<file path="config.mk">
export PLATFORM = sky130hd
export DESIGN_NAME = i2s_row_sequencer
export DESIGN_NICKNAME = d
export VERILOG_FILES = /design/src/rtl/i2s_pkg.sv /design/src/rtl/i2s_word_prefetch.sv /design/src/rtl/i2s_row_sequencer.sv
export SDC_FILE = /design/constraint.sdc
export NUM_CORES = 1
export LEC_CHECK = 0
export BUFFER_PORTS_ARGS = -buffer_cell sky130_fd_sc_hd__buf_2
export CORE_MARGIN = 5
export CORE_UTILIZATION = 55
export DETAILED_ROUTE_END_ITERATION = 10
export PLACE_DENSITY = 0.79
export SLEW_MARGIN = 20
export SYNTH_ARGS = -nofsm -noshare
export SYNTH_HDL_FRONTEND = slang
export SYNTH_SLANG_ARGS = --single-unit
export TNS_END_PERCENT = 20
</file>
<file path="constraint.sdc">
create_clock -name clk -period 4 [get_ports clk]
set_clock_uncertainty 0.05 [all_clocks]
set_input_delay 0.2 -clock clk [delete_from_list [all_inputs] [get_ports clk]]
set_output_delay 0.2 -clock clk [all_outputs]
set_load 0.005 [all_outputs]
</file>
<file path="src/rtl/i2s_pkg.sv">
// rtl/i2s_pkg.sv - shared types, field widths and header/word-count helpers for the row sequencer
package i2s_pkg;

    typedef enum logic [1:0] {
        ST_IDLE,
        ST_HEADER,
        ST_DATA,
        ST_GAP
    } seq_state_t;

    localparam int HDR_W  = 16;
    localparam int WORD_W = 16;
    localparam int ROW_W  = 6;
    localparam int IDX_W  = 8;
    localparam int DIM_W  = 4;
    localparam int CNT_W  = IDX_W + 1;
    localparam int ADDR_W = ROW_W + IDX_W;

    function automatic logic [HDR_W-1:0] make_header(
        input logic [DIM_W-1:0] nx,
        input logic [DIM_W-1:0] ny,
        input logic [ROW_W-1:0] row
    );
        return {nx, ny, 2'b00, row};
    endfunction

    // (nx+1)*(ny+1) needs the full 9 bits: 16*16 = 256.
    function automatic logic [CNT_W-1:0] word_count(
        input logic [DIM_W-1:0] nx,
        input logic [DIM_W-1:0] ny
    );
        logic [CNT_W-1:0] a;
        logic [CNT_W-1:0] b;
        a = CNT_W'(nx) + CNT_W'(1);
        b = CNT_W'(ny) + CNT_W'(1);
        return a * b;
    endfunction

endpackage

</file>
<file path="src/rtl/i2s_word_prefetch.sv">
// rtl/i2s_word_prefetch.sv - one-deep word holding buffer with frame-memory request/accept handshake
module i2s_word_prefetch
    import i2s_pkg::*;
(
    input  logic              clk,
    input  logic              rst_n,
    input  logic              i_clear,
    input  logic              i_row_load,
    input  logic [ROW_W-1:0]  i_row,
    input  logic [CNT_W-1:0]  i_count,
    input  logic              buf_pop,
    output logic              buf_valid,
    output logic [WORD_W-1:0] o_buf_data,
    output logic              o_word_req,
    output logic [ADDR_W-1:0] o_word_addr,
    input  logic [WORD_W-1:0] i_word_data,
    input  logic              i_word_valid
);

    logic [ROW_W-1:0]  r_row;
    logic [IDX_W-1:0]  r_idx;
    logic [CNT_W-1:0]  r_left;
    logic [WORD_W-1:0] r_buf;
    logic              r_buf_valid;
    logic              w_accept;

    assign o_word_req  = (r_left != '0) && !r_buf_valid;
    assign o_word_addr = {r_row, r_idx};
    assign w_accept    = o_word_req && i_word_valid;
    assign buf_valid   = r_buf_valid;
    assign o_buf_data  = r_buf;

    always_ff @(posedge clk or negedge rst_n) begin
        if (!rst_n) begin
            r_row       <= '0;
            r_idx       <= '0;
            r_left      <= '0;
            r_buf       <= '0;
            r_buf_valid <= 1'b0;
        end else if (i_clear) begin
            r_left      <= '0;
            r_buf_valid <= 1'b0;
        end else begin
            // A row load only happens once the previous row is fully fetched,
            // so it never coincides with an accept.
            if (i_row_load) begin
                r_row  <= i_row;
                r_idx  <= '0;
                r_left <= i_count;
            end else if (w_accept) begin
                r_left <= r_left - CNT_W'(1);
                if (r_left != CNT_W'(1)) begin
                    r_idx <= r_idx + IDX_W'(1);
                end
            end

            if (w_accept) begin
                r_buf       <= i_word_data;
                r_buf_valid <= 1'b1;
            end else if (buf_pop) begin
                r_buf_valid <= 1'b0;
            end
        end
    end

endmodule

</file>
<file path="src/rtl/i2s_row_sequencer.sv">
// rtl/i2s_row_sequencer.sv - row-by-row header+word serializer with gated bit clock; I2S_SEQ_STALL_CNT_EN adds stall_cnt
module i2s_row_sequencer
    import i2s_pkg::*;
#(
    parameter int NUM_ROWS   = 8,
    parameter int GAP_CYCLES = 2
) (
    input  logic              clk,
    input  logic              rst_n,
    input  logic              start,
    input  logic              abort,
    input  logic [DIM_W-1:0]  num_modules_x,
    input  logic [DIM_W-1:0]  num_modules_y,
    output logic              word_req,
    output logic [ADDR_W-1:0] word_addr,
    input  logic [WORD_W-1:0] word_data,
    input  logic              word_valid,
    output logic              i2s_data,
    output logic              i2s_clk_en,
    output logic              busy,
    output logic              frame_done
`ifdef I2S_SEQ_STALL_CNT_EN
    ,
    output logic [15:0]       stall_cnt
`endif
);

    localparam logic [ROW_W-1:0] LAST_ROW = ROW_W'(NUM_ROWS - 1);
    localparam logic [15:0]      GAP_LAST = 16'((GAP_CYCLES > 0) ? GAP_CYCLES - 1 : 0);
    localparam logic [3:0]       BIT_LAST = 4'(WORD_W - 1);

    seq_state_t        r_state;
    logic [DIM_W-1:0]  r_nx;
    logic [DIM_W-1:0]  r_ny;
    logic [ROW_W-1:0]  r_row;
    logic [CNT_W-1:0]  r_words;
    logic [CNT_W-1:0]  r_word_idx;
    logic [WORD_W-1:0] r_shift;
    logic [3:0]        r_bit;
    logic [15:0]       r_gap;
    logic              r_i2s_data;
    logic              r_clk_en;
    logic              r_busy;
    logic              r_frame_done;

    logic              w_buf_valid;
    logic [WORD_W-1:0] w_buf_data;
    logic              w_boundary;
    logic              w_row_end;
    logic              w_start_fire;
    logic              w_next_row;
    logic              w_buf_pop;
    logic              w_stall;
    logic              w_row_load;
    logic [ROW_W-1:0]  w_load_row;
    logic [CNT_W-1:0]  w_load_count;
    logic [HDR_W-1:0]  w_next_hdr;

    // r_bit == 0 means the bit on the line now is the last of its word.
    assign w_boundary   = ((r_state == ST_HEADER) || (r_state == ST_DATA)) && (r_bit == '0);
    assign w_row_end    = w_boundary && (r_state == ST_DATA) && (r_word_idx == r_words - CNT_W'(1));
    assign w_start_fire = (r_state == ST_IDLE) && start && !abort;
    assign w_next_row   = w_row_end && (r_row != LAST_ROW) && !abort;
    assign w_buf_pop    = w_boundary && !w_row_end && w_buf_valid && !abort;
    assign w_stall      = w_boundary && !w_row_end && !w_buf_valid && !abort;
    assign w_row_load   = w_start_fire || w_next_row;
    assign w_load_row   = w_start_fire ? '0 : r_row + ROW_W'(1);
    assign w_load_count = w_start_fire ? word_count(num_modules_x, num_modules_y) : r_words;
    assign w_next_hdr   = make_header(r_nx, r_ny, r_row + ROW_W'(1));

    i2s_word_prefetch u_prefetch (
        .clk          (clk),
        .rst_n        (rst_n),
        .i_clear      (abort),
        .i_row_load   (w_row_load),
        .i_row        (w_load_row),
        .i_count      (w_load_count),
        .buf_pop      (w_buf_pop),
        .buf_valid    (w_buf_valid),
        .o_buf_data   (w_buf_data),
        .o_word_req   (word_req),
        .o_word_addr  (word_addr),
        .i_word_data  (word_data),
        .i_word_valid (word_valid)
    );

    always_ff @(posedge clk or negedge rst_n) begin
        if (!rst_n) begin
            r_state      <= ST_IDLE;
            r_nx         <= '0;
            r_ny         <= '0;
            r_row        <= '0;
            r_words      <= '0;
            r_word_idx   <= '0;
            r_shift      <= '0;
            r_bit        <= '0;
            r_gap        <= '0;
            r_i2s_data   <= 1'b0;
            r_clk_en     <= 1'b0;
            r_busy       <= 1'b0;
            r_frame_done <= 1'b0;
        end else begin
            r_frame_done <= 1'b0;
            if (abort) begin
                r_state    <= ST_IDLE;
                r_busy     <= 1'b0;
                r_clk_en   <= 1'b0;
                r_word_idx <= '0;
            end else begin
                case (r_state)
                    ST_IDLE: begin
                        if (start) begin
                            r_nx       <= num_modules_x;
                            r_ny       <= num_modules_y;
                            r_words    <= word_count(num_modules_x, num_modules_y);
                            r_row      <= '0;
                            r_word_idx <= '0;
                            r_shift    <= make_header(num_modules_x, num_modules_y, '0);
                            r_i2s_data <= num_modules_x[DIM_W-1];
                            r_bit      <= BIT_LAST;
                            r_clk_en   <= 1'b1;
                            r_busy     <= 1'b1;
                            r_state    <= ST_HEADER;
                        end
                    end
                    ST_HEADER, ST_DATA: begin
                        if (r_bit != '0) begin
                            r_shift    <= {r_shift[WORD_W-2:0], 1'b0};
                            r_i2s_data <= r_shift[WORD_W-2];
                            r_bit      <= r_bit - 4'd1;
                            r_clk_en   <= 1'b1;
                        end else if (w_row_end) begin
                            r_word_idx <= '0;
                            if (r_row == LAST_ROW) begin
                                r_state      <= ST_IDLE;
                                r_busy       <= 1'b0;
                                r_clk_en     <= 1'b0;
                                r_frame_done <= 1'b1;
                            end else if (GAP_CYCLES == 0) begin
                                r_row      <= r_row + ROW_W'(1);
                                r_shift    <= w_next_hdr;
                                r_i2s_data <= w_next_hdr[HDR_W-1];
                                r_bit      <= BIT_LAST;
                                r_clk_en   <= 1'b1;
                                r_state    <= ST_HEADER;
                            end else begin
                                r_gap    <= '0;
                                r_clk_en <= 1'b0;
                                r_state  <= ST_GAP;
                            end
                        end else if (w_buf_valid) begin
                            r_shift    <= w_buf_data;
                            r_i2s_data <= w_buf_data[WORD_W-1];
                            r_bit      <= BIT_LAST;
                            r_clk_en   <= 1'b1;
                            if (r_state == ST_DATA) begin
                                r_word_idx <= r_word_idx + CNT_W'(1);
                            end
                            r_state    <= ST_DATA;
                        end else begin
                            // Withhold the clock edge; i2s_data keeps the last bit.
                            r_clk_en <= 1'b0;
                        end
                    end
                    ST_GAP: begin
                        if (r_gap == GAP_LAST) begin
                            r_row      <= r_row + ROW_W'(1);
                            r_shift    <= w_next_hdr;
                            r_i2s_data <= w_next_hdr[HDR_W-1];
                            r_bit      <= BIT_LAST;
                            r_clk_en   <= 1'b1;
                            r_state    <= ST_HEADER;
                        end else begin
                            r_gap <= r_gap + 16'd1;
                        end
                    end
                    default: r_state <= ST_IDLE;
                endcase
            end
        end
    end

`ifdef I2S_SEQ_STALL_CNT_EN
    logic [15:0] r_stall_cnt;

    always_ff @(posedge clk or negedge rst_n) begin
        if (!rst_n) begin
            r_stall_cnt <= '0;
        end else if (w_start_fire) begin
            r_stall_cnt <= '0;
        end else if (w_stall && (r_stall_cnt != 16'hFFFF)) begin
            r_stall_cnt <= r_stall_cnt + 16'd1;
        end
    end

    assign stall_cnt = r_stall_cnt;
`else
    logic w_unused_stall;
    assign w_unused_stall = w_stall;
`endif

    assign i2s_data   = r_i2s_data;
    assign i2s_clk_en = r_clk_en;
    assign busy       = r_busy;
    assign frame_done = r_frame_done;

endmodule

</file>
==> metrics.yaml <==
slowest_delay_ns: 0.55
crit_top_cell: "fa_1"
post_cts_resize_count: 0
endpoint_type_of_the_worst_setup_path: "register"
final_common_cell: "dfrtp_1"
postPlaceCellArea_mm2: 0.00724
die-area_mm2: 0.0146
power.leakage_nw: 3.63
critPathSlowestCell: "fa_1"
synth-seq-cells: 113
worst_setup_path_startpoint: "num_modules_x[0]"
required_ns: 4.25
synth_nets: 787
internal-power_mw: 3.20
regToRegStartpoint: "r_words[3]"
vias: 5706
htree_num_levels: 4
worstPathArrival_ns: 3.92
r2r_slack_ns: 0.66
yosysUniqueCellTypes: 67
worst_ir_drop_vdd_mv: 0.476
global_router_s_overall_resource_usage_pct: 23.2
die_y_um: 121
ctsLongestPathBuffers: 2
net-switching-power_mw: 1.87
final_nets: 858
synth-main-ff-cell: "dfrtp_1"
layout.core_utilization_pct: 66.5
fillerInstances: 902
tightestPinTransition_ns: 0.787
worstSkewPairLatency_ns: 0.41
crit_chain: "buf_2, ha_1, xnor2_1, or2_2, fa_1, fa_1, fa_1, inv_1, ha_1, a21oi_1, o21bai_1, a21oi_1, xor2_1, o21ai_0, a31o_2"
ioPinCount: 48
netlist_area_mm2: 0.00677
finalCritPeriodShare_pct: 91.7
hold_buffers_post_cts: 17
grt_start_max_net_pins: 46
grt_pass1_vias: 5852
layout-drive-gt1-share_pct: 16.7
worst-path-max-fanout: 3
max_cap_violations: 0
finalCriticalPeriod_ns: 3.67
die_width_um: 121
hold-worst-slack_ns: 0.0696
post_synth_inst_count: 719
report.final.setup_viol: 0
path_clk_slew_ns: 0.06
global_route.overflow_total: 0
num_rows: 40
floorplan.core_area_mm2: 0.0121
slew_headroom_pct: 47.2
synth_sequential_area_ratio_pct: 41.8
cts.sinks: 113
path_delay_family: "adder cells"
post_cts_repair_timing_setup_buffer_count: 0
cts_made_buffers: 17
power.density_cell_area_mw_per_mm2: 633
post_route_drc: 0
sequentialPowerShare_pct: 34.2
via_per_inst: 5.88
postSynthAreaPerCell_um2: 9.42
reg2reg_depth: 7
final_cell_mix: "dfrtp_1, nand2_1, nor2_1"
areaGrowthSynthToFinish_pct: 18.5
share_comb_of_total_power_pct: 35.1
num_antenna_cells: 0
fmax_ghz: 0.273
hold_path.class: "input pin to register"
antenna_found_initial: 0
fin_area_mm2: 0.00803
timing_worst_setup_path_type: "input pin to register"
timing_max_transition_violations_final: 0
clock_tree.root_cell: "clkbuf_16"
clkPwrFrac_pct: 30.6
drtPass1Iterations: 6
drt_first_iter_violations: 435
placement.io_buffers: 47
hpwl_after_detailed_placement_mm: 11.3
worstPathBufferInverterCount: 2
endpoint: "u_prefetch.r_left[7]"
drt.antenna.violating_nets: 0
synth_enable_flop_cells: 0
post_drt_wl_per_cell_um: 16.3
crit-reg2reg-capture: "u_prefetch.r_left[2]"
setup.worst_path.start_class: "input pin"
initial_core_util_pct: 56.2
cts_tree: "built"
place.gp.congestion: 0.912
async_flop_share_pct: 100
timing_hold_violations_final: 0
wire_length_of_the_first_global_routing_pass_mm: 27.5
drt-total-wl_mm: 15.9
rsz_0062_raised_after_global_routing: "false"
synthesis.yosys.warnings: 0
outcome: "finished, final reports clean"
power_switching_share_pct: 36.9
path_depth: 15
## cell usage after synthesis (17+ instances only)
master      n  area share, %
o31ai_1    17            1.9
mux2_2     17            2.8
dfrtp_1   113             42
o21ai_0    43            3.2
ha_1       31            5.7
inv_1      33            1.8
a21oi_1    29            2.1
xnor2_1    38            4.9
nand3_1    22            1.6
nand2_1    85            4.7
nor2_1     72            4.0
clkbuf_1   25            1.4
## power by group through the flow
| stage | logic, mW | registers, mW | clock network, mW |
|---|---|---|---|
| after floorplan | 1.33 | 1.65 | 0 |
| after global placement | 1.67 | 1.72 | 0 |
| after detailed placement | 1.75 | 1.74 | 0 |
| after CTS | 1.78 | 1.73 | 1.58 |
| after global routing | 1.99 | 1.78 | 1.63 |
| final | 1.78 | 1.74 | 1.55 |
## worst register-to-register path: stages (launching register included)
cell and delay, ns:
dfrtp_1 0.49, or4_4 0.59, or4_4 0.54, a21oi_2 0.19, o2111ai_4 0.36, o21ai_2 0.62, buf_4 0.28, o31ai_1 0.09
## per-stage QoR
| stage | worst slack, ns | power, mW | std cells | setup TNS, ns |
|---|---|---|---|---|
| 2_1_floorplan | 0.173 | 2.99 | 719 | 0 |
| 3_3_place_gp | 0.0579 | 3.38 | 922 | 0 |
| 3_5_place_dp | -0.0695 | 3.49 | 922 | -0.0695 |
| 4_1_cts | 0.349 | 5.08 | 971 | 0 |
| 5_1_grt | 0.191 | 5.40 | 971 | 0 |
| 6_report | 0.333 | 5.08 | 971 | 0 |
## how the worst min path moves through the flow
stage	from	endpoint	slack [ns]	cells past startpoint
final	num_modules_x[1]	r_nx[1]	0.07	3
after global routing	num_modules_x[1]	r_nx[1]	0.07	3
after CTS	num_modules_x[1]	r_nx[1]	0.06	3
after detailed placement	rst_n	r_gap[5]	0.11	1
after global placement	rst_n	r_gap[6]	0.11	1
after floorplan	rst_n	busy	-0.15	0
## cells by family after synthesis
| logic type | count (synthesis) | synth area share (%) |
|---|---|---|
| AO/OA/AOI/OAI | 155 | 15.9 |
| XOR/XNOR | 50 | 6.47 |
| adder cells (fa/ha/maj) | 39 | 8.09 |
| buffers and inverters | 66 | 3.93 |
| flip-flops | 113 | 41.8 |
| multiplexers | 30 | 4.75 |
| AND/OR/NAND/NOR | 266 | 19.1 |
## state kept, by name (all words and copies together) (netlist names), 2 cells and up
name	count
r_bit	4
r_ny	4
u_prefetch.r_left	9
u_prefetch.o_buf_data	16
r_word_idx	9
u_prefetch.r_idx	8
r_gap	16
r_words	9
r_state	2
r_shift	15
r_row	6
r_nx	4
u_prefetch.r_row	6
## cell type report
type	instances	area (µm²)	area share, %
clock inverters	11	154	1.92
multi-input cells	540	3680	45.9
flip-flops and latches	113	2830	35.2
well taps	168	210	2.62
repair buffers	85	566	7.05
clock buffers	21	460	5.74
inverters	33	124	1.54
## routing by layer
metal,wire length [µm],GRT usage (%),vias up,part of all wire (%)
met5,0,0,-,0
met4,380,9.63,0,2.4
met3,815,4.48,32,5.1
met2,8030,39.4,200,51
met1,6640,28.9,2779,42
li1,-,-,2695,-
(Power assumes the default switching activity.)
